<file path="src/rtl/poly_sweep_ctrl_if.sv">
// Link between the sweep controller and the external polynomial pipeline.
//   start_out : issue strobe; x_out/c_out are valid while it is high
//   x_out     : x operand (0..3)
//   c_out     : constant operand
//   result_in : pipeline result, valid LATENCY cycles after its issue
// master = controller side, slave = pipeline side.
interface poly_sweep_ctrl_if;
  logic       start_out;
  logic [1:0] x_out;
  logic [1:0] c_out;
  logic [5:0] result_in;

  modport master (
    output start_out,
    output x_out,
    output c_out,
    input  result_in
  );

  modport slave (
    input  start_out,
    input  x_out,
    input  c_out,
    output result_in
  );
endinterface

</file>
<file path="src/rtl/poly_sweep_ctrl.sv">
// Sweep controller. On go it issues x = 0..3 with a latched constant to an external
// fixed-latency polynomial pipeline. It stores the four results in a small buffer
// indexed by x and tracks the largest result and the x that produced it.
//   clk, rst_n : clock, asynchronous active-low reset
//   go, coef   : sweep request (sampled in idle only) and constant term
//   pipe       : pipeline link (start_out, x_out, c_out, result_in)
//   busy, done : sweep in progress, one-cycle completion pulse
//   rd_addr    : buffer read index; rd_data returns that entry combinationally
//   max_val    : largest result of the last sweep; max_x is its x
module poly_sweep_ctrl #(
  parameter int unsigned LATENCY = 3
) (
  input  logic                     clk,
  input  logic                     rst_n,
  input  logic                     go,
  input  logic [1:0]               coef,
  poly_sweep_ctrl_if.master        pipe,
  output logic                     busy,
  output logic                     done,
  input  logic [1:0]               rd_addr,
  output logic [5:0]               rd_data,
  output logic [5:0]               max_val,
  output logic [1:0]               max_x
);

  typedef enum logic [1:0] {StIdle, StIssue, StDrain, StDone} state_e;

  state_e state_q, state_d;

  logic [1:0]         x_q;
  logic [1:0]         c_q;
  logic [LATENCY-1:0] trk_vld_q;
  logic [1:0]         trk_tag_q [LATENCY];
  logic [5:0]         buf_q [4];
  logic [5:0]         max_val_q;
  logic [1:0]         max_x_q;

  logic       start;
  logic       accept;
  logic       capture;
  logic [1:0] cap_tag;

  assign accept  = (state_q == StIdle) && go;
  // The tracker tail lines up with the cycle the pipeline presents the matching result.
  assign capture = trk_vld_q[LATENCY-1];
  assign cap_tag = trk_tag_q[LATENCY-1];

  // State register
  always_ff @(posedge clk or negedge rst_n) begin
    if (!rst_n) begin
      state_q <= StIdle;
    end else begin
      state_q <= state_d;
    end
  end

  // Next-state logic
  always_comb begin
    state_d = state_q;
    unique case (state_q)
      StIdle:  if (go) state_d = StIssue;
      StIssue: if (x_q == 2'd3) state_d = StDrain;
      StDrain: if (capture && (cap_tag == 2'd3)) state_d = StDone;
      StDone:  state_d = StIdle;
      default: state_d = StIdle;
    endcase
  end

  // FSM outputs
  always_comb begin
    start = 1'b0;
    busy  = 1'b1;
    done  = 1'b0;
    unique case (state_q)
      StIdle:  busy  = 1'b0;
      StIssue: start = 1'b1;
      StDrain: ;
      StDone:  done  = 1'b1;
      default: ;
    endcase
  end

  // Operand registers; x wraps back to 0 after the last issue.
  always_ff @(posedge clk or negedge rst_n) begin
    if (!rst_n) begin
      x_q <= 2'd0;
      c_q <= 2'd0;
    end else begin
      if (start) x_q <= x_q + 2'd1;
      if (accept) c_q <= coef;
    end
  end

  // Issue tracker: free-running shift of {start, x}, no handshake from the pipeline.
  always_ff @(posedge clk or negedge rst_n) begin
    if (!rst_n) begin
      trk_vld_q <= '0;
      for (int i = 0; i < int'(LATENCY); i++) trk_tag_q[i] <= 2'd0;
    end else begin
      trk_vld_q[0] <= start;
      trk_tag_q[0] <= x_q;
      for (int i = 1; i < int'(LATENCY); i++) begin
        trk_vld_q[i] <= trk_vld_q[i-1];
        trk_tag_q[i] <= trk_tag_q[i-1];
      end
    end
  end

  // Result buffer and running maximum; strict compare keeps the lower x on ties.
  always_ff @(posedge clk or negedge rst_n) begin
    if (!rst_n) begin
      for (int i = 0; i < 4; i++) buf_q[i] <= 6'd0;
      max_val_q <= 6'd0;
      max_x_q   <= 2'd0;
    end else begin
      if (capture) buf_q[cap_tag] <= pipe.result_in;
      if (accept) begin
        max_val_q <= 6'd0;
        max_x_q   <= 2'd0;
      end else if (capture && ((cap_tag == 2'd0) || (pipe.result_in > max_val_q))) begin
        max_val_q <= pipe.result_in;
        max_x_q   <= cap_tag;
      end
    end
  end

  assign pipe.start_out = start;
  assign pipe.x_out     = x_q;
  assign pipe.c_out     = c_q;
  assign rd_data        = buf_q[rd_addr];
  assign max_val        = max_val_q;
  assign max_x          = max_x_q;

endmodule

</file>
<file path="src/flat_wrapper.sv">
// flat-port wrapper written by rule: the top's interface ports become plain ports
module poly_sweep_ctrl_flat 
#(
  parameter int unsigned LATENCY = 3
)
  (clk, rst_n, go, coef, busy, done, rd_addr, rd_data, max_val, max_x, pipe_start_out, pipe_x_out, pipe_c_out, pipe_result_in);
  poly_sweep_ctrl_if pipe_i ();
  input  logic clk;
  input  logic rst_n;
  input  logic go;
  input  logic [1:0] coef;
  output logic busy;
  output logic done;
  input  logic [1:0] rd_addr;
  output logic [5:0] rd_data;
  output logic [5:0] max_val;
  output logic [1:0] max_x;
  output wire logic [$bits(pipe_i.start_out)-1:0] pipe_start_out;
  output wire logic [$bits(pipe_i.x_out)-1:0] pipe_x_out;
  output wire logic [$bits(pipe_i.c_out)-1:0] pipe_c_out;
  input wire logic [$bits(pipe_i.result_in)-1:0] pipe_result_in;
  assign pipe_start_out = pipe_i.start_out;
  assign pipe_x_out = pipe_i.x_out;
  assign pipe_c_out = pipe_i.c_out;
  assign pipe_i.result_in = pipe_result_in;
  poly_sweep_ctrl #(.LATENCY(LATENCY)) u_core (.clk(clk), .rst_n(rst_n), .go(go), .coef(coef), .pipe(pipe_i), .busy(busy), .done(done), .rd_addr(rd_addr), .rd_data(rd_data), .max_val(max_val), .max_x(max_x));
endmodule
</file>
<file path="config.mk">
export PLATFORM = sky130hd
export DESIGN_NAME = poly_sweep_ctrl_flat
export DESIGN_NICKNAME = d
export VERILOG_FILES = /design/src/rtl/poly_sweep_ctrl_if.sv /design/src/rtl/poly_sweep_ctrl.sv /design/src/flat_wrapper.sv
export SDC_FILE = /design/constraint.sdc
export NUM_CORES = 1
export LEC_CHECK = 0
export BUFFER_PORTS_ARGS = -buffer_cell sky130_fd_sc_hd__clkbuf_2
export CAP_MARGIN = 25
export CORE_ASPECT_RATIO = 0.7
export CORE_MARGIN = 2
export CORE_UTILIZATION = 35
export CTS_CLUSTER_DIAMETER = 200
export CTS_CLUSTER_SIZE = 40
export DETAILED_ROUTE_END_ITERATION = 6
export SKIP_LAST_GASP = 1
export SLEW_MARGIN = 10
export SYNTH_ARGS = -nofsm -noshare
export SYNTH_HDL_FRONTEND = slang
export SYNTH_SLANG_ARGS = --single-unit
</file>
<file path="constraint.sdc">
create_clock -name clk -period 1.65 [get_ports clk]
set_clock_uncertainty 0.2 [all_clocks]
set_input_delay 0 -clock clk [delete_from_list [all_inputs] [get_ports clk]]
set_output_delay 0 -clock clk [all_outputs]
set_load 0.02 [all_outputs]
</file>
==> out/metrics.cfg, run 1 <==
[status]
status = finished, violations left
failed_checks = setup timing

[drt]
wl_per_cell_um = 13.8
drt-vias-per-instance = 4.68
routed_wl_mm = 4.23
drtAntennaViolNets = 0
first_iter_violations = 61
dr.pass1.iters = 4
drc = 0
via_count = 1438

[place]
dp_cells = 288
placed_cell_area_um2 = 2630
dp_hpwl_mm = 2.98
port_buffers = 33
place_congestion = 0.738

[timing]
setup_tns_ps = -1170
min_period_ps = 1830
slew_headroom_pct = 76.4
finalSetupViolCount = 7
grt_setup_unrepaired = yes
tightest_slew_ps = 353
finalHoldViolations = 0
period_share_pct = 111
fin_ws_ps = -182
max_freq_ghz = 0.546
slew_violations = 0

[logic_synthesis]
ys.warnings.count = 0
synth_edf_count = 0
ys_async_sr_fraction_pct = 100
netlist_area_um2 = 2130
ys_seq_area_share_pct = 55.3
synthFlopType = dfrtp_1
ys_seq_elements = 47
synth_top_area_share_pct = 55.3
yosys.area.top_type = dfrtp_1
synth_cell_type_count = 25
synthCells = 158
syn_nets = 183
synth.top_cells.by_area = dfrtp_1, mux2_2, ha_1
synth.avg_cell_area_um2 = 13.5

[critical_path]
worstPathArrival_ps = 1850
worst_setup_path_start_kind = flip-flop
critPathRequiredTime_ps = 1670
endpoint_kind = flip-flop
path_max_fanout = 7
critical_path_class = reg2reg

[layout]
post-route-util_pct = 50.4
fillers = 538
final_area_um2 = 2920
final_cells = 307
num_antenna_cells = 0
post_route_cells_drive_above_1_share_pct = 50.0
nNetsFinal = 256
syn2layout_area_growth_pct = 37.2

[clock_network]
clk_latency_ps = 290
h-tree-depth = 2
max-clock-path-buffers = 2
cts_tree = built
cts.sinks = 47
clk_pin_slew_ps = 80
root_buffer = clkbuf_8
numCtsBuffers = 5

[global_routing]
use_met2_pct = 20.8
grt_overflow = 0
antenna_found_initial = 0
grt_util_met3_pct = 4.03
grt.met1_usage_pct = 20.4
grt_use_total_pct = 13.9
grt_max_degree = 48
grt_pass1_wl_mm = 7.43
grt-busiest-layer = met2
grt_pass1_vias = 1484

[power_and_ir_drop]
pwr-share-seq_pct = 37.0
p_int_w = 0.00363
power.leakage_nw = 1.35
clkPwrFrac_pct = 17.8
p_per_area_nw_per_um2 = 1880
p_sw_share_pct = 33.9
power.switching_w = 0.00186
ir_worst_vdd_mv = 0.986
combPwrFrac_pct = 45.2

[floorplanning]
io_pins = 34
die-height_um = 69.2
core_area_um2 = 5780
start_util_pct = 36.8
die_w_um = 97.2
rows = 23
die_area_um2 = 6730

[min_path]
hold_path.class = in2async

[run]
cap_violations = 0

## worst max-delay path, stage by stage, from the launching register on
cell      delay (ps)
dfrtp_2          370
inv_2             40
ha_4             260
nand4_1          130
o21bai_4         210
a32oi_4          200
buf_12           160
mux2i_1          180
## placed cells by master, fill, tap and decap left out
cell / n
clkbuf_1: 1
a32oi_4: 1
ha_1: 7
a31oi_1: 1
nand3b_1: 2
clkbuf_2: 33
nand4_1: 1
buf_12: 2
a21oi_2: 1
mux2i_1: 8
nor3b_4: 1
dlygate4sd3_1: 10
mux4_2: 6
a222oi_1: 1
ha_2: 1
a31oi_2: 1
nor2b_1: 1
buf_4: 24
o21ai_1: 2
ha_4: 4
mux2_2: 23
dfrtp_2: 6
inv_1: 7
dfrtp_1: 41
o21bai_4: 1
xor2_1: 1
a21o_1: 1
nand3_1: 3
bufinv_16: 2
clkbuf_8: 5
o21ai_0: 6
inv_2: 4
nand2_1: 22
or3b_1: 1
buf_6: 1
## per-layer routing
layer	vias up	wire, um
met4	0	0
li1	695	-
met1	713	2120
met5	-	0
met2	30	1920
met3	0	187
## repair_timing
item | 4_1_cts | 5_1_grt
buffers inserted | 1 | 0
hold buffers | 10 | 0
pin swaps | 5 | 2
endpoints found under the hold margin | 79 | 0
endpoints found under the setup margin | 8 | 14
gates resized for setup | 7 | 4
## logic make-up (layout without fill, tap and decap cells)
| logic type | Yosys count | in the layout | share of synthesized area [%] |
|---|---|---|---|
| adders and majority gates | 12 | 12 | 7.06 |
| xor gates and xnor gates | 1 | 1 | 0.412 |
| DFF | 47 | 47 | 55.3 |
| buffers and inverters | 15 | 89 | 2.88 |
| AOI/OAI and AO/OA | 15 | 15 | 5.18 |
| muxes | 37 | 37 | 22.3 |
| and+or+nand+nor | 31 | 31 | 6.88 |
## sequential cells by signal, indices dropped and copies added (netlist names)
| register | cells |
|---|---|
| u_core.buf_q | 24 |
| u_core.cap_tag | 2 |
| u_core.max_val | 6 |
| u_core.max_x | 2 |
| u_core.pipe.c_out | 2 |
| u_core.pipe.x_out | 2 |
| u_core.state_q | 2 |
| u_core.trk_tag_q | 4 |
| u_core.trk_vld_q | 3 |
## final timing paths
| kind | startpoint | end | slack [ps] | cells after the start |
|---|---|---|---|---|
| min reg2reg | u_core.trk_vld_q[1]$_DFF_PN0_ | u_core.trk_vld_q[2]$_DFF_PN0_ | 150 | 0 |
| max in group asynchronous | rst_n | u_core.cap_tag[0]$_DFF_PN0_ | 980 | 3 |
| min | rst_n | u_core.max_val[4]$_DFFE_PN0P_ | 20 | 3 |
| min in group clk | pipe_result_in[5] | u_core.max_x[1]$_DFFE_PN0P_ | 110 | 5 |
| max | u_core.max_val[3]$_DFFE_PN0P_ | u_core.max_val[1]$_DFFE_PN0P_ | -180 | 7 |
| max reg2reg | u_core.max_val[3]$_DFFE_PN0P_ | u_core.max_val[1]$_DFFE_PN0P_ | -180 | 7 |
## Yosys cell counts, types with 2 or more instances
library cell and count:
clkbuf_1 2, inv_1 11, mux2_2 23, o21ai_0 7
a31oi_1 2, dfrtp_1 47, nand3_1 3, nand2_1 22
mux4_2 6, mux2i_1 8, nand3b_1 2, ha_1 12
## through the flow
stage / hold WS [ps] / total power (W) / setup slack, ps
2_1_floorplan: -496 / 0.00355 / -233
3_3_place_gp: -189 / 0.00440 / -199
3_5_place_dp: -191 / 0.00445 / -236
4_1_cts: 28.5 / 0.00552 / -186
5_1_grt: 55.7 / 0.00591 / -274
6_report: 17.2 / 0.00550 / -182
## power groups by stage
stage | sequential, W | clock (W) | combinational [W]
floorplan | 0.00213 | 0 | 0.00142
global placement | 0.00203 | 0 | 0.00237
detailed placement | 0.00205 | 0 | 0.00239
CTS | 0.00203 | 0.00102 | 0.00248
global route | 0.00212 | 0.00107 | 0.00273
finish | 0.00203 | 0.000979 | 0.00249
## final cells by class
class	instances	area, um2	share of cell area (%)
well taps	75	93.8	3.22
clock inverters	2	60.1	2.06
repair buffers	70	497	17.0
multi-input cells	96	970	33.2
clock buffers	6	72.6	2.49
flip-flops and latches	47	1180	40.6
inverters	11	41.3	1.42
(Power assumes the default switching activity.)
==> run 2: changes to the inputs <==
ABC_CLOCK_PERIOD_IN_PS = 1650   (was default)
CORE_UTILIZATION = 50   (was 35)
PLACE_DENSITY = 0.75   (was default)
==> run 2 against run 1 <==
Net effect:
- the flow still finishes with violations (setup timing)
- sequential share of layout area decreased by 1.3 points
- critical endpoint is now u_core.max_val[4]$_DFFE_PN0P_
- clock power decreased by 30%
- hold slack improved by 96 ps
==> out/metrics.cfg, run 2 (same netlist as run 1, synthesis figures left out) <==
[drt]
dr.pass1.iters = 4  ; unchanged
drc = 0  ; unchanged
routed_wl_mm = 5.05  ; +19%
via_count = 1565  ; +8.8%
first_iter_violations = 114  ; +87%
drt-vias-per-instance = 5.29  ; +13%
drtAntennaViolNets = 0  ; unchanged
wl_per_cell_um = 17.1  ; +24%

[power_and_ir_drop]
p_per_area_nw_per_um2 = 1910  ; +1.5%
p_sw_share_pct = 37.3  ; +3.4 points
combPwrFrac_pct = 52.5  ; +7.3 points
power.leakage_nw = 1.38  ; +2.7%
clkPwrFrac_pct = 11.9  ; -5.9 points
pwr-share-seq_pct = 35.6  ; -1.4 points
ir_worst_vdd_mv = 1.24  ; +26%
power.switching_w = 0.00215  ; +15%
p_int_w = 0.00361  ; -0.64%

[layout]
final_common_cell = dfrtp_1
final_area_um2 = 3010  ; +3.3%
regMostFlops = u_core.buf_q
nNetsFinal = 268  ; +4.7%
largest_reg_flops = 24  ; unchanged
post_route_cells_drive_above_1_share_pct = 57.4  ; +7.4 points
final_cells = 296  ; -3.6%
syn2layout_area_growth_pct = 41.6
layout_common_cells = dfrtp_1, buf_4, clkbuf_2, mux2_2, nand2_1
num_antenna_cells = 0  ; unchanged

[floorplanning]
io_pins = 34  ; unchanged
die-height_um = 58.6  ; -15%
die_w_um = 82.0  ; -16%
rows = 19  ; -17%
die_area_um2 = 4800  ; -29%
core_area_um2 = 3990  ; -31%
start_util_pct = 53.3  ; +16 points

[clock_network]
cts.sinks = 47  ; unchanged
max-clock-path-buffers = 2  ; unchanged
numCtsBuffers = 5  ; unchanged
cts_tree = built
clk_latency_ps = 300  ; about the same
clk_pin_slew_ps = 90  ; about the same
root_buffer = clkbuf_8
h-tree-depth = 2  ; unchanged

[timing]
grt_setup_unrepaired = yes
holdWs_ps = 113  ; +95.9 ps
finalSetupViolCount = 10  ; +3
slew_headroom_pct = 61.7  ; -15 points
fin_ws_ps = -277  ; -95.0 ps
period_share_pct = 117  ; +5.8 points
max_freq_ghz = 0.519  ; -4.9%
min_period_ps = 1930  ; +95.0 ps
setup_tns_ps = -1920  ; -747 ps
finalHoldViolations = 0  ; unchanged
slew_violations = 0  ; unchanged
tightest_slew_ps = 574  ; +221 ps

[critical_path]
worst_setup_path_start_kind = flip-flop
critPathRequiredTime_ps = 1660  ; about the same
worstPathArrival_ps = 1940  ; +90 ps
timing.rr.start = u_core.max_val[4]$_DFFE_PN0P_
startpoint = u_core.max_val[4]$_DFFE_PN0P_
critical_path_class = reg2reg
path_max_fanout = 7  ; unchanged
endpoint_kind = flip-flop

[global_routing]
grt_overflow = 0  ; unchanged
grt_pass1_vias = 1612  ; +8.6%
grt_use_total_pct = 23.2  ; +9.3 points
antenna_found_initial = 0  ; unchanged
grt_max_degree = 48  ; unchanged
grt_pass1_wl_mm = 7.98  ; +7.3%

[min_path]
hold_path.class = in2async

[place]
place_congestion = 0.850  ; +15%
place_ws_ps = -295  ; -59.6 ps
port_buffers = 33  ; unchanged
dp_hpwl_mm = 3.31  ; +11%
dp_cells = 266  ; -7.6%
placed_cell_area_um2 = 2610  ; -0.81%

[status]
status = finished, violations left
failed_checks = setup timing

[run]
cap_violations = 0  ; unchanged

## run 2: path summary, 6_finish.rpt
kind / to / slack (ps) / cells after the start
max in group asynchronous: u_core.trk_vld_q[2]$_DFF_PN0_ / 710 / 3
worst min-delay path: u_core.buf_q[19]$_DFFE_PN0P_ / 110 / 3
worst max-delay path: u_core.max_val[4]$_DFFE_PN0P_ / -280 / 8
worst min register to register: u_core.trk_vld_q[1]$_DFF_PN0_ / 150 / 0
worst max register to register: u_core.max_val[4]$_DFFE_PN0P_ / -280 / 8
min in group clk: u_core.max_x[1]$_DFFE_PN0P_ / 140 / 5
## run 2: power groups by stage
stage | Sequential, W | Combinational (W) | Clock [W]
after floorplan | 0.00213 | 0.00142 | 0
after global placement | 0.00199 | 0.00234 | 0
after detailed placement | 0.00206 | 0.00248 | 0
after CTS | 0.00204 | 0.00284 | 0.000691
after global routing | 0.00211 | 0.00323 | 0.000757
final | 0.00205 | 0.00302 | 0.000685
## run 2: worst max-delay path: stages, from the launching register on
cell     delay (ps)
dfrtp_2         420
inv_2            70
ha_4            200
nand4_1         120
o21ai_1         100
buf_4           160
a32oi_4         180
buf_12          160
mux2i_1         210
## run 2: area by class of cell
| class | instances | area, um2 |
|---|---|---|
| Clock buffer | 5 | 68.8 |
| Timing Repair Buffer | 82 | 594 |
| Inverter | 11 | 41.3 |
| Tap cell | 52 | 65.1 |
| Fill cell | 240 | 981 |
| Clock inverter | 3 | 20.0 |
| Sequential cell | 47 | 1180 |
| Multi-Input combinational cell | 96 | 1040 |
## run 2: routing by layer
metal | GRT usage, % | wire (um) | up-vias
met1 | 27.0 | 2030 | 788
met2 | 40.9 | 2690 | 42
li1 | - | - | 725
met3 | 5.98 | 205 | 10
met5 | 0 | 0 | -
met4 | 9.76 | 119 | 0
## run 2: per-stage QoR
stage,total power [W],util [%]
5_1_grt,0.00610,75.4
3_3_place_gp,0.00434,65.3
6_report,0.00576,75.4
2_1_floorplan,0.00355,-
4_1_cts,0.00557,73.7
3_5_place_dp,0.00454,65.3
## run 2: timing repair
item	in CTS	in global routing
setup buffers	8	4
pin swaps	6	4
gates cloned	0	0
hold endpoints to repair	81	0
gates resized for setup	19	10
setup endpoints to repair	20	19
hold buffers	10	0
==> run 3: changes to the inputs <==
ABC_CLOCK_PERIOD_IN_PS = 2400   (was 1650)
CAP_MARGIN = default   (was 25)
CORE_UTILIZATION = 56   (was 50)
PLACE_DENSITY = 0.79   (was 0.75)
clock period = 2.4 ns   (was 1.65 ns; I/O delays follow)
==> run 3 against run 2 <==
Net effect:
- the flow now finishes without violations
- flip-flop and latch count is the same
- highest routed layer unchanged
- clock power is 34% lower
- combinational power decreased by 53%
- global-route usage fell by 1.2 points
- critical path type unchanged
- wire length fell by 16%
- sequential share of layout area rose by 6.9 points
- hold slack gained 14 ps
- die area fell by 10%
- sequential power fell by 30%
- setup slack better by 600 ps
==> out/metrics.cfg, run 3 (same netlist as run 1, synthesis figures left out) <==
[status]
status = complete, no violations

[drt]
drtAntennaViolNets = 0  ; unchanged
first_iter_violations = 78  ; -32%
routed_wl_mm = 4.23  ; -16%
wl_per_cell_um = 16.3  ; -4.2%
drc = 0  ; unchanged
dr.pass1.iters = 4  ; unchanged
via_count = 1403  ; -10%
drt-vias-per-instance = 5.42  ; +2.5%

[power_and_ir_drop]
combPwrFrac_pct = 42.9  ; -9.6 points
power.switching_w = 0.00126  ; -42%
p_per_area_nw_per_um2 = 1300  ; -32%
ir_worst_vdd_mv = 0.746  ; -40%
pwr-share-seq_pct = 43.4  ; +7.8 points
clkPwrFrac_pct = 13.7  ; +1.8 points
power_w = 0.00330  ; -43%
p_sw_share_pct = 38.0  ; +0.70 points
p_int_w = 0.00205  ; -43%
power.leakage_nw = 1.21  ; -13%

[critical_path]
r2r_slack_ps = 320  ; +600 ps
critPathSlowestCell = dfrtp_1
cpPeakStageDelay_ps = 410  ; about the same
r2r_cells = 6  ; -2
worstPathArrival_ps = 2100  ; +160 ps
critPathRequiredTime_ps = 2420  ; +760 ps
cp-endpoint = u_core.max_val[3]$_DFFE_PN0P_
endpoint_kind = flip-flop
path_max_fanout = 7  ; unchanged
timing.rr.start = u_core.max_val[4]$_DFFE_PN0P_
critical_path_class = reg2reg
r2r-end = u_core.max_val[3]$_DFFE_PN0P_
startpoint = u_core.max_val[4]$_DFFE_PN0P_
crit_path_cell_trace = inv_1, ha_1, nand4_1, o21bai_1, a32oi_4, mux2i_1
worst_setup_path_start_kind = flip-flop

[floorplanning]
core_area_um2 = 3580  ; -10%
die_area_um2 = 4320  ; -10%
die_w_um = 77.7  ; -5.2%
die-height_um = 55.6  ; -5.1%
rows = 18  ; -1
io_pins = 34  ; unchanged
start_util_pct = 59.4  ; +6.1 points

[layout]
fillers = 257  ; +7.1%
layout_common_cells = dfrtp_1, clkbuf_2, mux2_2, nand2_1, ha_1
final_common_cell = dfrtp_1
nNetsFinal = 233  ; -13%
post_route_cells_drive_above_1_share_pct = 35.4  ; -22 points
syn2layout_area_growth_pct = 19.7
regMostFlops = u_core.buf_q
num_antenna_cells = 0  ; unchanged
largest_reg_flops = 24  ; unchanged

[clock_network]
cts.sinks = 47  ; unchanged
cts_resized = 0  ; -19
max-clock-path-buffers = 2  ; unchanged
root_buffer = clkbuf_8
hold_buffers = 10  ; unchanged
h-tree-depth = 2  ; unchanged
clk_latency_ps = 300  ; about the same
clk_pin_slew_ps = 80  ; about the same
numCtsBuffers = 5  ; unchanged
cts_tree = built
post-cts-setup-buffer-count = 0  ; -8

[place]
place_congestion = 0.903  ; +6.2%
dp_hpwl_mm = 3.12  ; -5.8%
port_buffers = 33  ; unchanged

[global_routing]
grt_use_total_pct = 22.0  ; -1.2 points
grt_overflow = 0  ; unchanged
antenna_found_initial = 0  ; unchanged
grt_pass1_vias = 1504  ; -6.7%
grt_pass1_wl_mm = 7.23  ; -9.3%
grt_max_degree = 48  ; unchanged

[timing]
tightest_slew_ps = 580  ; +5.67 ps
max_freq_ghz = 0.481  ; -7.3%
finalSetupViolCount = 0  ; -10
period_share_pct = 86.7  ; -30 points
grt_setup_unrepaired = no
slew_violations = 0  ; unchanged
min_period_ps = 2080  ; +153 ps
setup_tns_ps = 0  ; +1920 ps
slew_headroom_pct = 61.3  ; -0.38 points
finalHoldViolations = 0  ; unchanged

[run]
cap_violations = 0  ; unchanged

[min_path]
hold_path.class = in2async

-- run 3: metal layers --
layer  vias up  wire (um)  track usage, %
met4         0         46            6.89
met5         -          0               0
met3         6        170            5.39
met2        35       2080            35.3
li1        652          -               -
met1       710       1930            29.7
-- run 3: worst max-delay path: cells and delay by family (launching register included) --
family / cells / cell delay [ps]
compound gates: 2 / 650
flops: 1 / 410
fa+ha+maj: 1 / 310
mux: 1 / 240
simple gates: 1 / 120
buf+inv: 1 / 60
-- run 3: how the worst min path moves through the flow --
stage               slack, ps                       endpoint                     startpoint  depth (start not counted)
floorplan                -500    u_core.buf_q[0]$_DFFE_PN0P_                          rst_n                          0
global placement          -90    u_core.cap_tag[1]$_DFF_PN0_                          rst_n                          2
detailed placement        -80  u_core.trk_vld_q[2]$_DFF_PN0_                          rst_n                          2
CTS                       150   u_core.buf_q[10]$_DFFE_PN0P_                          rst_n                          3
global route              160    u_core.cap_tag[0]$_DFF_PN0_  u_core.trk_tag_q[2]$_DFF_PN0_                          0
finish                    130  u_core.trk_vld_q[2]$_DFF_PN0_                          rst_n                          3
-- run 3: metrics by stage --
stage / setup slack, ps / instance area [um2] / hold WS (ps) / std cells / utilization [%]
3_3_place_gp: 493 / 2360 / -90.5 / 241 / 66.0
5_1_grt: 187 / 2550 / 160 / 259 / 71.1
3_5_place_dp: 353 / 2360 / -80.1 / 241 / 66.0
4_1_cts: 331 / 2550 / 149 / 259 / 71.1
6_report: 320 / 2550 / 127 / 259 / 71.1
2_1_floorplan: 458 / 2130 / -496 / 158 / -
-- run 3: cell type report --
cell class	count	area, um2	area share, %
Clock buffer	7	76.3	3.00
Timing Repair Buffer	47	295	11.6
Tap cell	50	62.6	2.46
Sequential cell	47	1180	46.2
Clock inverter	1	5.00	0.197
Inverter	11	41.3	1.62
Multi-Input combinational cell	96	890	34.9
-- run 3: power groups by stage --
stage	clock (W)	sequential, W	combinational [W]
after global routing	0.000497	0.00147	0.00156
final	0.000454	0.00143	0.00142
after floorplan	0	0.00146	0.000945
after global placement	0	0.00139	0.00133
after detailed placement	0	0.00145	0.00141
after CTS	0.000461	0.00143	0.00143
